==> config.mk <==
export PLATFORM = sky130hd
export DESIGN_NAME = uart_tx_scheduler
export DESIGN_NICKNAME = d
export VERILOG_FILES = /design/src/rtl/uart_tx_scheduler.sv
export SDC_FILE = /design/constraint.sdc
export NUM_CORES = 1
export LEC_CHECK = 0
export CORE_ASPECT_RATIO = 0.7
export CORE_MARGIN = 4
export CORE_UTILIZATION = 42
export DETAILED_ROUTE_END_ITERATION = 10
export PLACE_DENSITY = 0.81
export SYNTH_ARGS = -nofsm -noshare
export SYNTH_HDL_FRONTEND = slang
export SYNTH_SLANG_ARGS = --single-unit
==> constraint.sdc <==
create_clock -name clk_50MHz -period 1.96 [get_ports clk_50MHz]
set_input_delay 0.392 -clock clk_50MHz [delete_from_list [all_inputs] [get_ports clk_50MHz]]
set_output_delay 0.392 -clock clk_50MHz [all_outputs]
set_load 0.02 [all_outputs]
==> src/rtl/uart_tx_scheduler.sv <==
// Round-robin arbiter that frames one packet per grant onto the TX FIFO:
// header (HDR_BASE | id), payload bytes, then an XOR checksum byte.
module uart_tx_scheduler #(
    parameter int                    DATA_BITS = 8,
    parameter int                    NUM_SRC   = 4,
    parameter int                    SRC_BITS  = 2,
    parameter logic [DATA_BITS-1:0]  HDR_BASE  = 8'hA0
) (
    input  logic                          clk_50MHz,
    input  logic                          reset,
    input  logic [NUM_SRC-1:0]            src_valid,
    input  logic [NUM_SRC*DATA_BITS-1:0]  src_data,
    input  logic [NUM_SRC-1:0]            src_last,
    output logic [NUM_SRC-1:0]            src_ready,
    input  logic                          fifo_full,
    output logic                          fifo_wr,
    output logic [DATA_BITS-1:0]          fifo_wdata,
    output logic                          busy,
    output logic [SRC_BITS-1:0]           grant_id,
    output logic                          pkt_done_tick
);

    typedef enum logic [1:0] {
        S_IDLE,
        S_HEADER,
        S_PAYLOAD,
        S_CHECKSUM
    } state_t;

    state_t                r_state;
    state_t                w_state_nxt;
    logic [SRC_BITS-1:0]   r_grant;
    logic [SRC_BITS-1:0]   w_grant_nxt;
    logic [SRC_BITS-1:0]   r_rr;
    logic [SRC_BITS-1:0]   w_rr_nxt;
    logic [DATA_BITS-1:0]  r_chk;
    logic [DATA_BITS-1:0]  w_chk_nxt;
    logic                  r_done;
    logic                  w_done_nxt;

    logic                  w_hit;
    logic [SRC_BITS-1:0]   w_pick;
    int                    w_idx;
    logic [DATA_BITS-1:0]  w_hdr;
    logic [DATA_BITS-1:0]  w_src_byte;
    logic                  w_src_valid;
    logic                  w_src_last;

    assign w_hdr       = HDR_BASE | DATA_BITS'(r_grant);
    assign w_src_byte  = src_data[int'(r_grant)*DATA_BITS +: DATA_BITS];
    assign w_src_valid = src_valid[r_grant];
    assign w_src_last  = src_last[r_grant];

    assign busy          = (r_state != S_IDLE);
    assign grant_id      = r_grant;
    assign pkt_done_tick = r_done;

    // Search starts just after the last served source, wrapping once.
    always_comb begin
        w_hit  = 1'b0;
        w_pick = '0;
        w_idx  = 0;
        for (int k = 1; k <= NUM_SRC; k++) begin
            w_idx = (int'(r_rr) + k) % NUM_SRC;
            if (!w_hit && src_valid[w_idx[SRC_BITS-1:0]]) begin
                w_hit  = 1'b1;
                w_pick = w_idx[SRC_BITS-1:0];
            end
        end
    end

    always_comb begin
        w_state_nxt = r_state;
        w_grant_nxt = r_grant;
        w_rr_nxt    = r_rr;
        w_chk_nxt   = r_chk;
        w_done_nxt  = 1'b0;
        fifo_wr     = 1'b0;
        fifo_wdata  = '0;
        src_ready   = '0;
        unique case (r_state)
            S_IDLE: begin
                if (w_hit) begin
                    w_grant_nxt = w_pick;
                    w_chk_nxt   = HDR_BASE | DATA_BITS'(w_pick);
                    w_state_nxt = S_HEADER;
                end
            end
            S_HEADER: begin
                fifo_wdata = w_hdr;
                fifo_wr    = ~fifo_full;
                if (!fifo_full) begin
                    w_state_nxt = S_PAYLOAD;
                end
            end
            S_PAYLOAD: begin
                src_ready[r_grant] = ~fifo_full;
                fifo_wdata         = w_src_byte;
                fifo_wr            = w_src_valid & ~fifo_full;
                if (fifo_wr) begin
                    w_chk_nxt = r_chk ^ w_src_byte;
                    if (w_src_last) begin
                        w_state_nxt = S_CHECKSUM;
                    end
                end
            end
            S_CHECKSUM: begin
                fifo_wdata = r_chk;
                fifo_wr    = ~fifo_full;
                if (!fifo_full) begin
                    w_rr_nxt    = r_grant;
                    w_done_nxt  = 1'b1;
                    w_state_nxt = S_IDLE;
                end
            end
            default: begin
                w_state_nxt = S_IDLE;
            end
        endcase
    end

    always_ff @(posedge clk_50MHz) begin
        if (reset) begin
            r_state <= S_IDLE;
            r_grant <= '0;
            r_rr    <= SRC_BITS'(NUM_SRC - 1);
            r_chk   <= '0;
            r_done  <= 1'b0;
        end else begin
            r_state <= w_state_nxt;
            r_grant <= w_grant_nxt;
            r_rr    <= w_rr_nxt;
            r_chk   <= w_chk_nxt;
            r_done  <= w_done_nxt;
        end
    end

endmodule

==> results.ini <==
[clocking]
cts-root-buf = clkbuf_8
cts_sinks = 15
cts-buffers-inserted = 3
ctsLongestPathBuffers = 2
htree_levels = 1
clkLatencyLatePin_ns = 0.26
path_clk_slew_ns = 0.08
cts_hold_buf = 0
cts_tree = yes

[global_routing]
grt_pass1_vias = 1641
grt_pass1_wl_um = 7490
met3_usage_pct = 4.59
overflow = 0
grt_util_met2_pct = 41.3
grt_antenna_before_repair = 0
grt_util_met1_pct = 31.7
busiest_layer = met2
grt_usage_pct = 24.2
grt_max_degree = 16

[floorplan]
ios = 60
die_h_um = 54.8
start_util_pct = 45.3
dieArea_sq_um = 4110
core-area_sq_um = 2900
die_x_um = 74.9
rows = 16

[synth]
synth_xor_area_share_pct = 4.66
synth_compound_gate_area_share_pct = 19.3
synth-simple-area-share_pct = 22.4
synth_top_family_by_area = simple AND/OR/NAND/NOR gates
netlist_instances = 145
netlist_area_sq_um = 1320
synth.area.mux_share_pct = 21.0
yosys_warnings = 0
syn_area_per_cell_sq_um = 9.08
ys_ff_latch = 15
syn-num-nets = 193
synthArstFlopShare_pct = 0
ys_seq_area_share_pct = 22.8
yosys.area_share.adder_pct = 4.75
synth_edf_count = 0
synth_cell_types = 44
synthFlopType = dfxtp_1

[detailed_routing]
vias = 1752
vias_per_cell = 6.21
dr.pass1.iters = 5
drtIter0Drc = 162
wirelength_um = 5670
wire_per_inst_um = 20.1
drc_errors = 0
detail-route-antenna-nets = 0

[setup_path]
crit_chain = buf_12 > buf_6 > mux4_2 > a22oi_2 > nor2_1 > buf_4
worstSetupStartpointType = flop
crit_type = flop to output pin
cp_data_arrival_time_ns = 1.79
end_kind = output pin
crit_required_ns = 1.57
crit_buf_inv = 3
cp_max_fo = 5
cpMaxStageDelayCell = mux4_2
cp_slowest_stage_delay_ns = 0.54
cp_top_family = multiplexers

[pwr]
p_sw_mw = 1.17
swShare_pct = 44.3
pwr-share-seq_pct = 19.8
p_leak_nw = 0.977
p_int_mw = 1.47
power_frac_clock_pct = 10.3
powerDensity_nw_per_um2 = 1120
ir_drop_mv = 0.582
total_power_mw = 2.64
p_comb_share_pct = 69.9

[sta]
max_freq_mhz = 458
whs_ns = 0.553
setup_viol = 9
post-route-period-util_pct = 111
relSlewSlack_pct = 76.8
slew_violations = 0
worst_slew_pin_slew_ns = 0.344
finalCriticalPeriod_ns = 2.19
setup_slack_ns = -0.225
hold_viol = 0
rsz0062_at_grt = true
clock_skew_ns = 0.00851

[final_layout]
drive_gt1_share_pct = 39.8
area_delta_synth_final_pct = 79.6
layout.nets = 295
final_common_cell = buf_4
final_area_sq_um = 2360
final_cell_mix = buf_4, clkdlybuf4s50_1, nor2_1
diodes = 0

[placed_design]
pre_cts_slack_ns = -0.671
detailed_place_hpwl_um = 3520
port_buffers = 59
placed_area_sq_um = 2170
gp_routability_congestion = 0.926

[status]
status = finished with violations
violations = setup timing

[hold_path]
holdCritPathClass = flop to flop

[flow_run]
drv_cap = 0

cells by family (layout without fill, tap and decap cells):
kind of cell,after synthesis,in the layout
buf+inv,14,113
xor+xnor,7,7
fa+ha+maj,5,5
simple gates,58,58
mux,13,13
flops,15,15
compound gates,33,35
final timing paths:
kind,start,to,slack (ns),depth (start not counted)
max,grant_id[0]$_SDFFE_PP0P_,fifo_wdata[6],-0.23,6
min,r_rr[0]$_SDFFE_PP1P_,r_rr[0]$_SDFFE_PP1P_,0.55,2
max reg2reg,r_state[1]$_SDFFE_PP0P_,r_chk[3]$_SDFFE_PP0P_,0.01,10
min reg2reg,r_rr[0]$_SDFFE_PP1P_,r_rr[0]$_SDFFE_PP1P_,0.55,2
power by group through the flow:
stage	Combinational, mW	Clock (mW)	Sequential [mW]
after floorplan	0.856	0	0.494
after global placement	1.45	0	0.492
after detailed placement	1.50	0	0.502
after CTS	1.59	0.270	0.508
after global routing	1.94	0.285	0.529
final	1.84	0.273	0.522
final cells by class:
class	instances	area (sq um)
Fill cell	173	539
Tap cell	36	45.0
Sequential cell	15	309
Clock inverter	1	5.00
Clock buffer	3	41.3
Timing Repair Buffer	103	900
Inverter	6	22.5
Multi-Input combinational cell	118	1040
synthesized netlist by cell type, types with 3 or more instances:
master,n,share of area (%)
nor2_1,18,5.1
inv_1,6,1.7
mux2i_1,3,2.3
ha_1,5,4.8
dfxtp_1,15,23
o21ai_0,3,1.1
a21oi_1,8,3.0
nand2_1,13,3.7
nand2b_1,5,2.4
clkbuf_1,3,0.86
xor2_1,7,4.7
nand3_1,7,2.7
a22oi_1,6,3.4
mux4_1,8,16
worst reg2reg max path, cell delays in order, from the launching register on:
cell and delay, ns:
dfxtp_2 0.34, buf_4 0.14, inv_1 0.10, buf_4 0.12, ha_1 0.17, buf_4 0.17
nor2_2 0.06, a21oi_2 0.26, nand3_1 0.17, xor2_1 0.23, nor2_1 0.09
metal layers:
| metal | part of all wire, % | vias to the layer above | routed length [um] |
|---|---|---|---|
| met5 | 0 | - | 0 |
| met4 | 3.1 | 0 | 176 |
| met3 | 10 | 27 | 574 |
| met2 | 48 | 156 | 2710 |
| met1 | 39 | 820 | 2210 |
| li1 | - | 749 | - |
timing repair:
item                                   in CTS  in global routing
setup endpoints to repair                  22                 18
gates cloned                                1                  1
buffers inserted                            4                  9
endpoints found under the hold margin       0                  0
resized for setup                          81                 20
pin swaps                                   7                  8
flip-flops by register name (all words and copies together) (netlist names):
| name | count |
|---|---|
| r_rr | 2 |
| r_state | 2 |
| grant_id | 2 |
| pkt_done_tick | 1 |
| r_chk | 8 |
metrics by stage:
stage               utilization (%)  setup TNS, ns  cells
CTS                            76.9         -0.800    272
floorplan                         -        -0.0633    145
global route                   81.4          -1.41    282
finish                         81.4          -1.03    282
global placement               74.7          -7.64    263
detailed placement             74.7          -8.28    263
Power figures use the tool's default switching activity.
==> variant, RTL diff (same flow settings) <==
Reset style: asynchronous (`reset`), changed in one clocked block.
--- a/src/rtl/uart_tx_scheduler.sv
+++ b/src/rtl/uart_tx_scheduler.sv
@@ -119,7 +119,7 @@
         endcase
     end
 
-    always_ff @(posedge clk_50MHz) begin
+    always_ff @(posedge clk_50MHz or posedge reset) begin
         if (reset) begin
             r_state <= S_IDLE;
             r_grant <= '0;
Function: differs if reset is asserted again (counterexample within 4 cycles, from zero or initial values and one cycle with reset high); with reset held inactive, the same outputs for 4 cycles.
==> variant against the original RTL <==
The run still ends with negative setup slack left; total power grew 66%; final cell count grew 2.5%; area after synthesis grew 2.5%; cell area grew 7.3%; hold slack lost 0.042 ns; sequential cell count is the same; setup slack lost 0.098 ns; wire length grew 1.4%; critical path type unchanged; critical endpoint is now fifo_wdata[1]; largest power group unchanged.
==> variant: results (changes against the original RTL) <==
Placed design
  • Dpl ws: -0.649 ns (+0.0226 ns)
  • GP Congestion: 0.843 (-9.0%)

Timing
  • Setup violators final: 19 (+10)
  • Setup TNS: -2.97 ns (-1.94 ns)
  • Final setup margin: -0.323 ns (-0.0981 ns)
  • Clock skew: 0.00323 ns (-0.00528 ns)

GRT
  • First-pass GRT wire length: 8.51 mm (+14%)
  • Met2 Track Usage GR: 0.460 (+0.0467)
  • M1 GR Usage: 0.315 (-0.00187)
  • Met3 Usage GRT: 0.0471 (+0.00123)

Detailed routing
  • Iteration-0 DRC Markers: 133 (-18%)
  • WL final: 5.75 mm (+1.4%)
  • Via count: 1714 (-2.2%)
  • Length of the first detailed-routing pass in iterations: 4 (-1)

Outcome
  • Status: finished with violations
  • Violated checks: negative setup slack

Critical path
  • Critical R2R Launch: grant_id[0]
  • CP endpoint: fifo_wdata[1]
  • Critical path's slowest cell: dfrtp_4
  • Critical Path Source: grant_id[0]
  • Worst EP arrival: 1.89 ns (+0.10 ns)
  • Worst R2R End: r_chk[1]
  • CP max stage delay: 0.50 ns (-0.04 ns)

Synth
  • Synth Flop Type: dfrtp_1
  • FFs w/ async S/R, synth: 1.00 (+1.00)
  • Post-Synth Adder-Cell Area: 0.0464 (-0.00115)
  • Post-Synth XOR/XNOR Area: 0 (-0.0466)

Worst hold path
  • Hold crit path type: input port to asynchronous set/reset pin
[variant: cell count changes after synthesis, moves of 5 or more]
cell / before / now
xor2_1: 7 / 0
dfxtp_1: 15 / 0
dfrtp_1: 0 / 13
mux4_1: 8 / 2
nand3_1: 7 / 0
mux2_2: 0 / 5
[variant: per-layer routing]
metal  vias to the layer above  wire length, um
met5                         -                0
met4                         0              209
met3                        27              441
met2                       102             2970
met1                       839             2130
li1                        746                -
[variant: power by group]
part	internal, mW	switching [mW]
combinational	1.82	1.64
clock	0.141	0.123
sequential	0.484	0.158
[variant: cell type report]
class                      count  area, um2  area share
timing repair buffer         115       1020       0.403
multi-input combinational    113       1020       0.401
sequential                    15        383       0.151
tap                           36       45.0      0.0178
clock buffer                   3       41.3      0.0163
inverter                       6       22.5     0.00888
clock inverter                 1       5.00     0.00197
[variant: timing repair]
action,4_1_cts,5_1_grt
gates resized for setup,80,27
setup buffers,18,5
endpoints found under the setup margin,24,24
pin swaps,22,17
